### src/rtl/level_generator.sv
// Level reconstructor: turns rise/fall request pulses into a level with
// minimum high/low hold times. Optional pending-request flag: LEVEL_GEN_PENDING_EN.
module level_generator #(
    parameter int unsigned MIN_HIGH = 4,
    parameter int unsigned MIN_LOW  = 4
) (
    input  logic clk,
    input  logic rst_n,
    input  logic rise_req,
    input  logic fall_req,
    output logic out_level,
    output logic out_busy,
    output logic out_drop
);

    typedef enum logic [1:0] {
        LOW_READY  = 2'd0,
        LOW_HOLD   = 2'd1,
        HIGH_READY = 2'd2,
        HIGH_HOLD  = 2'd3
    } state_t;

    localparam logic [7:0] HIGH_LOAD = 8'(MIN_HIGH - 1);
    localparam logic [7:0] LOW_LOAD  = 8'(MIN_LOW - 1);

    state_t     state, state_d;
    logic [7:0] cnt, cnt_d;
    logic       busy_q, busy_d;
    logic       drop_q, drop_d;
    logic       pend;

`ifdef LEVEL_GEN_PENDING_EN
    logic pend_d;
`else
    assign pend = 1'b0;
`endif

    logic high, ready, opp, same, go;

    always_comb begin
        high    = (state == HIGH_READY) || (state == HIGH_HOLD);
        ready   = (state == HIGH_READY) || (state == LOW_READY);
        opp     = high ? fall_req : rise_req;
        same    = high ? rise_req : fall_req;
        state_d = state;
        cnt_d   = cnt;
        drop_d  = 1'b0;
        go      = 1'b0;
`ifdef LEVEL_GEN_PENDING_EN
        pend_d  = pend;
`endif

        if (!ready) begin
            if (cnt != '0)
                cnt_d = cnt - 8'd1;
            if (cnt <= 8'd1)
                state_d = high ? HIGH_READY : LOW_READY;
        end

        if (rise_req && fall_req) begin
            drop_d = 1'b1;
        end else if (ready) begin
            // a stored request fires on the first READY cycle unless cancelled now
            go = opp || (pend && !same);
`ifdef LEVEL_GEN_PENDING_EN
            pend_d = 1'b0;
`endif
        end else begin
`ifdef LEVEL_GEN_PENDING_EN
            if (opp)
                pend_d = 1'b1;
            else if (same)
                pend_d = 1'b0;
`else
            if (opp)
                drop_d = 1'b1;
`endif
        end

        if (go) begin
            if (high) begin
                cnt_d   = LOW_LOAD;
                state_d = (LOW_LOAD == '0) ? LOW_READY : LOW_HOLD;
            end else begin
                cnt_d   = HIGH_LOAD;
                state_d = (HIGH_LOAD == '0) ? HIGH_READY : HIGH_HOLD;
            end
        end

        busy_d = (cnt_d != '0);
    end

    always_ff @(posedge clk or negedge rst_n) begin
        if (!rst_n) begin
            state  <= LOW_READY;
            cnt    <= '0;
            busy_q <= 1'b0;
            drop_q <= 1'b0;
        end else begin
            state  <= state_d;
            cnt    <= cnt_d;
            busy_q <= busy_d;
            drop_q <= drop_d;
        end
    end

`ifdef LEVEL_GEN_PENDING_EN
    always_ff @(posedge clk or negedge rst_n) begin
        if (!rst_n)
            pend <= 1'b0;
        else
            pend <= pend_d;
    end
`endif

    assign out_level = (state == HIGH_READY) || (state == HIGH_HOLD);
    assign out_busy  = busy_q;
    assign out_drop  = drop_q;

endmodule

### config.mk
export PLATFORM = sky130hd
export DESIGN_NAME = level_generator
export DESIGN_NICKNAME = d
export VERILOG_FILES = /design/src/rtl/level_generator.sv
export SDC_FILE = /design/constraint.sdc
export NUM_CORES = 1
export LEC_CHECK = 0
export CORE_MARGIN = 5
export CORE_UTILIZATION = 32
export DETAILED_ROUTE_END_ITERATION = 8
export GPL_TIMING_DRIVEN = 0
export PLACE_DENSITY = 0.59
export SLEW_MARGIN = 20
export SYNTH_ARGS = -nofsm -noshare
export SYNTH_HDL_FRONTEND = slang
export SYNTH_SLANG_ARGS = --single-unit
### constraint.sdc
create_clock -name clk -period 4.6 [get_ports clk]
set_input_delay 0.92 -clock clk [delete_from_list [all_inputs] [get_ports clk]]
set_output_delay 0.92 -clock clk [all_outputs]
set_load 0.05 [all_outputs]
Yosys cells after proc, flatten, opt, wreduce, memory -nomap -nowiden:

Cells that the tools add are included.

* eq/ne operators: 3
* $lt $le $gt $ge: 1
* reduce and logical (&&, ||, !) cells: 8
* $add $sub $neg: 1
* muxes and demuxes: 14

Operators with widths (number)
* 2-to-1 mux 8 bit: 3
* nonzero test 8 bit: 2
* 2-to-1 mux 2 bit: 5
* <= comparator 8 x 1 -> 1 bit, second input constant: 1
* subtractor 8 x 1 -> 8 bit, second input constant: 1
* 2-to-1 mux 1 bit: 6
* equality test 2 bit, second input constant: 2
* zero test 2 bit: 1
* logical OR 1 bit: 2
* != test 2 x 1 -> 1 bit, second input constant: 1
* AND reduction 2 bit: 1
* nonzero test 2 bit: 1
* logical AND 1 bit: 1

* bits of input ports: 4
* word-level logic and storage cells: 31
* bits in registers: 12

Longest topological paths before layout:

Gate-level depths: netlist of the first run.

* depth after elaboration: 7
* depth in mapped cells: 6
* depth with buffers taken out: 6

Least setup slack after synthesis of the first run:

Ideal clock, no wire load.

* kind: input port to flip-flop
* from: input port fall_req
* to: register busy_q, in the netlist out_busy
* arrival time: 1.764 ns
* stages on the path: 5
* slack: 2.704 ns
* cells stage by stage: nor4bb_1 -> a21oi_1 -> o21ai_2 -> nor3_1 -> or3_1

* word-level cells in the longest chain between the ends: 5
* elaborated cells between the ends (all ways): 6
* classes of those cells: 4 x mux; 2 x reduce/logical

RTL lines
* start, declared: RTL line 10 `input logic fall_req,`
* 2-to-1 mux 1 bit: RTL line 43 `opp = high ? fall_req : rise_req;`
* 2-to-1 mux 1 bit: RTL line 62 `end else if (ready) begin`
* 2-to-1 mux 1 bit *: RTL line 60 `if (rise_req && fall_req) begin`
* 2-to-1 mux 8 bit *: RTL line 80 `if (go) begin`
* nonzero test 8 bit *: RTL line 90 `busy_d = (cnt_d != '0);`
* via busy_d: RTL line 28 `logic busy_q, busy_d;`
* end signal, assigned: RTL line 102 `busy_q <= busy_d;`
* end, declared: RTL line 28

The timed path passes the listed nets; every way through them passes the cells marked *.
A chain may end at the register's enable or synchronous reset.

Worst setup path in the final report of the first run:

* from: register state[1]
* to: output port out_level

* word-level cells in the longest chain between the ends: 2
* elaborated cells between the ends (all ways): 3
* classes of those cells: 2 x eq/ne; 1 x reduce/logical

RTL lines
* start, declared: RTL line 26 `state_t state, state_d;`
* start signal, assigned: RTL line 100 `state <= state_d;`
* equality test 2 bit: RTL line 116 `assign out_level = (state == HIGH_READY) || (state == HIGH_HOLD);`
* logical OR 1 bit *: RTL line 116
* end, declared: RTL line 11 `output logic out_level,`

Mark *: on every way between the ends. The rest lies on a longest branch, timed or not.

==> results of run 1 <==
-- sequential cells by signal (all words and copies together), names as in the netlist --
signal / flops
out_drop: 1
out_busy: 1
state: 2
cnt: 8
-- power by group --
| group | switching (W) | internal (W) | total, W |
|---|---|---|---|
| combinational | 0.000165 | 0.000120 | 0.000285 |
| sequential | 0.0000397 | 0.000149 | 0.000189 |
| clock | 0.0000352 | 0.0000482 | 0.0000833 |
-- cells in the final DEF (no fill, tap or decap), drive strengths merged, types with 3 or more instances in the layout --
| cell type | synthesis | layout |
|---|---|---|
| dfrtp | 12 | 12 |
| nor2 | 8 | 8 |
| o21ai | 7 | 7 |
| clkdlybuf4s50 | 0 | 6 |
| nand2 | 5 | 5 |
| clkbuf | 1 | 5 |
| inv | 4 | 4 |
| xnor2 | 4 | 4 |
| a21oi | 3 | 3 |
| xor2 | 3 | 3 |
| ha | 3 | 3 |
-- critical path, delay by kind of cell, from the launching register on --
| kind | cells | cell delay, ps |
|---|---|---|
| buffers and inverters | 2 | 890 |
| flip-flops | 1 | 410 |
-- worst paths after layout --
| check | slack (ps) | to | depth (start not counted) | start |
|---|---|---|---|---|
| max | 2100 | out_level | 2 | state[1]$_DFFE_PN0P_ |
| min | 570 | cnt[1]$_DFF_PN0_ | 2 | cnt[1]$_DFF_PN0_ |
| max reg2reg | 2730 | out_busy$_DFF_PN0_ | 5 | cnt[5]$_DFF_PN0_ |
| min reg2reg | 570 | cnt[1]$_DFF_PN0_ | 2 | cnt[1]$_DFF_PN0_ |
| max in group asynchronous | 3220 | cnt[5]$_DFF_PN0_ | 1 | rst_n |
| min in group asynchronous | 1000 | cnt[1]$_DFF_PN0_ | 1 | rst_n |
-- per-stage QoR --
| stage | hold slack (ps) | util (%) |
|---|---|---|
| after floorplan | 514 | - |
| after global placement | 556 | 38.3 |
| after detailed placement | 547 | 38.3 |
| after CTS | 575 | 40.1 |
| after global routing | 632 | 40.1 |
| final | 573 | 40.1 |
-- cell type report --
class                   instances  area, µm²
clock buffers                   4       36.3
multi-input cells              50        325
plain buffers                   2       8.76
inverters                       4       15.0
repair buffers                  6       60.1
fillers                       196       1160
well taps                      27       33.8
flip-flops and latches         12        300
-- cell families (layout without fill, tap and decap cells) --
logic type               after synthesis  after routing
AND/OR/NAND/NOR                       26             26
XOR/XNOR                               7              7
flip-flops                            12             12
adder cells (fa/ha/maj)                3              3
AO/OA/AOI/OAI                         14             14
buffers and inverters                  6             16
-- cell usage after synthesis --
master	number
nor3_1	2
xor2_1	3
a21o_1	1
nand3_1	2
o211ai_1	1
o21ai_2	1
nand2_1	5
o21ai_0	6
dfrtp_1	12
buf_2	1
nor4bb_1	1
nor4_1	2
inv_1	4
a22o_1	1
nor3b_1	1
clkbuf_1	1
or3_1	1
or4_4	1
nor2b_1	1
nor2_1	8
xnor2_1	4
ha_1	3
a31o_2	1
nor4b_1	2
a21oi_1	3
-- metal layers --
layer,GRT usage [%],share of wire [%],up-vias
li1,-,-,256
met1,11.4,47,231
met2,15.2,43,16
met3,6.17,9.5,2
met4,3.24,0.64,0
met5,0,0,-
==> impl_metrics.yaml, run 1 <==
timing:
  finClkSkew_ps: 6.50
  tns_ps: 0
  finalMaxSlewViolations: 0
  slew_headroom_pct: 62.0
  worstMarginPinSlew_ps: 568
  fmax_mhz: 400
  hold_viol_final: 0
  worst_slack_ps: 2100
  post-route-period-util_pct: 54.4
  period_needed_ps: 2500
  rsz0062_at_grt: "no"
  setup_violations: 0
route:
  avgRoutedWirePerCell_um: 11.9
  via_count: 505
  first_pass_iters: 4
  ant_nets: 0
  routed_wl_um: 1250
  drc: 0
  avgViaCountPerCell: 4.81
  drt_iter0_drc: 15
grt:
  antenna_found_initial: 0
  grt_max_degree: 13
  gr-total-overflow: 0
  track_usage_pct: 9.93
  grt_first_pass_wirelength_um: 2060
  grt_pass1_vias: 444
critical_path:
  crit_type: "flip-flop to primary output"
  crit_chain: "clkbuf_1 -> clkdlybuf4s50_1"
  path_max_fanout: 6
  slowest_delay_ps: 790
  critPathSlowestCell: "clkdlybuf4s50_1"
  arrival_ps: 1580
  cp.required_ps: 3680
  crit_path_end_kind: "primary output"
  cp-start-kind: "flip-flop"
logic_synthesis:
  yosysSeqAreaShare_pct: 46.2
  synth-seq-cells: 12
  yosys.area.top_type: "dfrtp_1"
  synth_compound_area_share_pct: 13.3
  synth_top_family_by_area: "simple AND/OR/NAND/NOR gates"
  syn_avg_cell_area_um2: 9.55
  synth_area_um2: 649
  synthesis.nets: 75
  yosys.area_share.adder_pct: 5.78
  synth-xor-area-share_pct: 9.44
  synthCells: 68
  synthDominantCellAreaShare_pct: 46.2
  synthMuxAreaShare_pct: 0
  synth_area_leaders: "dfrtp_1, ha_1, xnor2_1"
  yosys_warnings: 0
  synth-simple-area-share_pct: 21.6
  synth.distinct_cells: 25
finish:
  fin_area_um2: 779
  nets: 86
  drive_gt1_share_pct: 10.3
  synthToLayoutAreaGrowth_pct: 20.0
  fin_cells: 105
  antenna_cells: 0
floorplan:
  die_w_um: 55.0
  rows: 16
  ioPinCount: 7
  die_y_um: 55.0
  dieArea_um2: 3030
  coreArea_um2: 1940
  initial_core_util_pct: 33.4
run_status:
  status: "completed"
flow_run:
  maxCapViolations: 0
clock_network:
  numCtsBuffers: 3
  clk_pin_slew_ps: 80
  post_cts_resized: 0
  clock_tree.root_cell: "clkbuf_4"
  ctsLongestPathBuffers: 2
  cts.sinks: 12
  cts_tree: "yes"
  clk-insertion-delay-late_ps: 280
  cts_setup_buffers: 0
  cts-hold-fix-buffers: 0
  cts_max_level: 1
hold_path:
  min_path_type: "flip-flop to flip-flop"
placed_design:
  hpwlAfterDp_um: 912
  gp_congestion: 0.838
  io_buffers: 6
  place_area_um2: 743
  dp.cells: 101
  pre_cts_slack_ps: 2010
pwr:
  powerDensity_nw_per_um2: 716
  leakage_nw: 0.341
  ir_worst_vdd_mv: 0.315
  power_w: 0.000558
(Power assumes the default switching activity.)
==> run 2: changes to the inputs <==
Clock period 4.6 ns to 2.5 ns, I/O delays scaled along.
==> results of run 2 <==
Same layout as run 1 (identical final DEF). Status: completed.
Main changes from that run: setup slack after placement 2010 ps -> 329 ps; setup slack after layout 2100 ps -> 417 ps; register-to-register setup slack 2730 ps -> 630 ps; total power 0.000558 W -> 0.00103 W; worst IR drop on VDD 0.315 mV -> 0.580 mV
==> run 3: changes to the inputs <==
Settings changed: PLACE_DENSITY 0.59 to 0.61.
Clock period 2.5 ns to 1.89 ns, I/O delays scaled along.
==> run 3 against run 2 <==
  * Die area did not move
  * Register-to-register slack lost 520 ps
  * Worst hold slack got worse by 120 ps
  * Sequential cell count did not move
  * Sequential share of layout area fell by 0.79 points
  * Critical path depth increased by 2
  * Highest routed layer is now met3
==> impl_metrics.yaml, run 3 (synthesized netlist as in run 1, its figures left out) <==
critical_path:
  r2r_slack_ps: 110
  crit_chain: "or4_4 -> nor4b_1 -> nor3_1 -> or3_1"
  r2r_cells: 4
  path_max_fanout: 5
  arrival_ps: 1930
  slowest_delay_ps: 550
  r2r-end: "out_busy$_DFF_PN0_"
  cp.required_ps: 2050
  cp-start-kind: "flip-flop"
  crit_type: "flip-flop to flip-flop"
  worstReg2RegStart: "cnt[5]$_DFF_PN0_"
  critPathSlowestCell: "or4_4"
  crit_buf_inv: 0
  critPathTopFamily: "simple AND/OR/NAND/NOR gates"
  crit_path_end_kind: "flip-flop"
clock_network:
  clk_pin_slew_ps: 70
  clk-insertion-delay-late_ps: 270
  numCtsBuffers: 3
  cts.sinks: 12
  cts_setup_buffers: 0
  cts_max_level: 1
  cts_tree: "yes"
  ctsLongestPathBuffers: 2
  clock_tree.root_cell: "clkbuf_4"
route:
  met3_length_um: 82
  avgRoutedWirePerCell_um: 11.0
  dr_wl_met2_um: 535
  highest_layer: "met3"
  drc: 0
  avgViaCountPerCell: 4.68
  drt_iter0_drc: 4
  ant_nets: 0
  routed_wl_um: 1160
  via_count: 491
  first_pass_iters: 2
  wl_met1_um: 537
floorplan:
  rows: 16
  die_y_um: 55.0
  die_w_um: 55.0
  ioPinCount: 7
  initial_core_util_pct: 33.4
  dieArea_um2: 3030
  coreArea_um2: 1940
finish:
  fin_util_pct: 41.0
  layout_common_cells: "dfrtp_1, nor2_1, o21ai_0"
  largest_reg_flops: 8
  fillers: 206
  regMostFlops: "cnt"
  antenna_cells: 0
  synthToLayoutAreaGrowth_pct: 22.5
  drive_gt1_share_pct: 14.1
  top_regs: "cnt (8), state (2)"
  nets: 86
  final_common_cell: "dfrtp_1"
timing:
  slew_headroom_pct: 63.8
  rsz0062_at_grt: "no"
  fmax_mhz: 562
  worst_slack_ps: 112
  setup_violations: 0
  period_needed_ps: 1780
  finClkSkew_ps: 5.56
  finalMaxSlewViolations: 0
  hold_viol_final: 0
  post-route-period-util_pct: 94.1
  worstMarginPinSlew_ps: 542
pwr:
  power.net_switching_w: 0.000575
  power_frac_clock_pct: 14.7
  powerDensity_nw_per_um2: 1700
  internal_power_w: 0.000777
  leakage_nw: 0.345
  combPwrFrac_pct: 50.5
  netSwitchingFraction_pct: 42.5
  ir_worst_vdd_mv: 0.913
  seq_power_share_pct: 34.8
grt:
  track_usage_pct: 9.03
  grt_max_degree: 13
  grt_pass1_vias: 443
  gr-total-overflow: 0
  grt_first_pass_wirelength_um: 1870
  antenna_found_initial: 0
placed_design:
  gp_congestion: 0.813
  pre_cts_slack_ps: -146
  io_buffers: 6
  hpwlAfterDp_um: 836
run_status:
  status: "completed"
flow_run:
  maxCapViolations: 0
hold_path:
  min_path_type: "primary input to asynchronous set/reset pin"
-- run 3: cell types whose count changed in the layout (fill, tap and decap cells not counted) --
cell and delta:
nor3b_1 -1, nor3b_2 +1, dlygate4sd2_1 +1, nor4b_1 -1
clkdlybuf4s50_1 -1, nor4_2 +1, nor4b_2 +1, nor4_1 -1
-- run 3: layer usage --
metal | GRT usage (%) | up-vias
met5 | 0 | -
met4 | 2.43 | 0
met3 | 5.90 | 0
met2 | 13.4 | 7
met1 | 10.7 | 229
li1 | - | 255
-- run 3: worst max path at each step --
stage,slack [ps],to,depth (start not counted),startpoint
floorplan,190,out_busy$_DFF_PN0_,4,cnt[6]$_DFF_PN0_
detailed placement,-150,out_busy$_DFF_PN0_,6,fall_req
finish,110,out_busy$_DFF_PN0_,4,cnt[5]$_DFF_PN0_
global placement,-130,out_busy$_DFF_PN0_,6,fall_req
global route,20,out_busy$_DFF_PN0_,4,cnt[5]$_DFF_PN0_
CTS,90,out_busy$_DFF_PN0_,5,cnt[5]$_DFF_PN0_
-- run 3: repair_timing --
item | 4_1_cts | 5_1_grt
hold buffers | 0 | 0
gates resized for setup | 1 | 3
endpoints found under the setup margin | 1 | 1
-- run 3: layout make-up --
| class | instances | area, µm² | share of cell area [%] |
|---|---|---|---|
| clock buffer | 4 | 36.3 | 4.56 |
| sequential | 12 | 300 | 37.7 |
| buffer | 2 | 8.76 | 1.10 |
| timing repair buffer | 6 | 58.8 | 7.39 |
| inverter | 4 | 15.0 | 1.89 |
| tap | 27 | 33.8 | 4.25 |
| multi-input combinational | 50 | 343 | 43.1 |
-- run 3: through the flow --
step	cell area, µm²	TNS (ps)	instances	power (W)	hold WS [ps]
final	796	0	105	0.00135	455
after CTS	778	0	105	0.00134	482
after global routing	796	0	105	0.00147	489
after global placement	743	-134	101	0.00113	545
after detailed placement	743	-146	101	0.00114	555
after floorplan	649	0	68	0.000985	82.4
-- run 3: worst register-to-register path, stage by stage (launching register included) --
cell	delay, ps
dfrtp_1	440
or4_4	550
nor4b_1	300
nor3_1	70
or3_1	310
-- run 3: power groups by stage --
| stage | Clock, W | Sequential, W | Combinational [W] |
|---|---|---|---|
| final | 0.000199 | 0.000471 | 0.000682 |
| after global routing | 0.000223 | 0.000488 | 0.000764 |
| after CTS | 0.000207 | 0.000457 | 0.000674 |
| after detailed placement | 0 | 0.000461 | 0.000675 |
| after global placement | 0 | 0.000459 | 0.000672 |
| after floorplan | 0 | 0.000479 | 0.000506 |
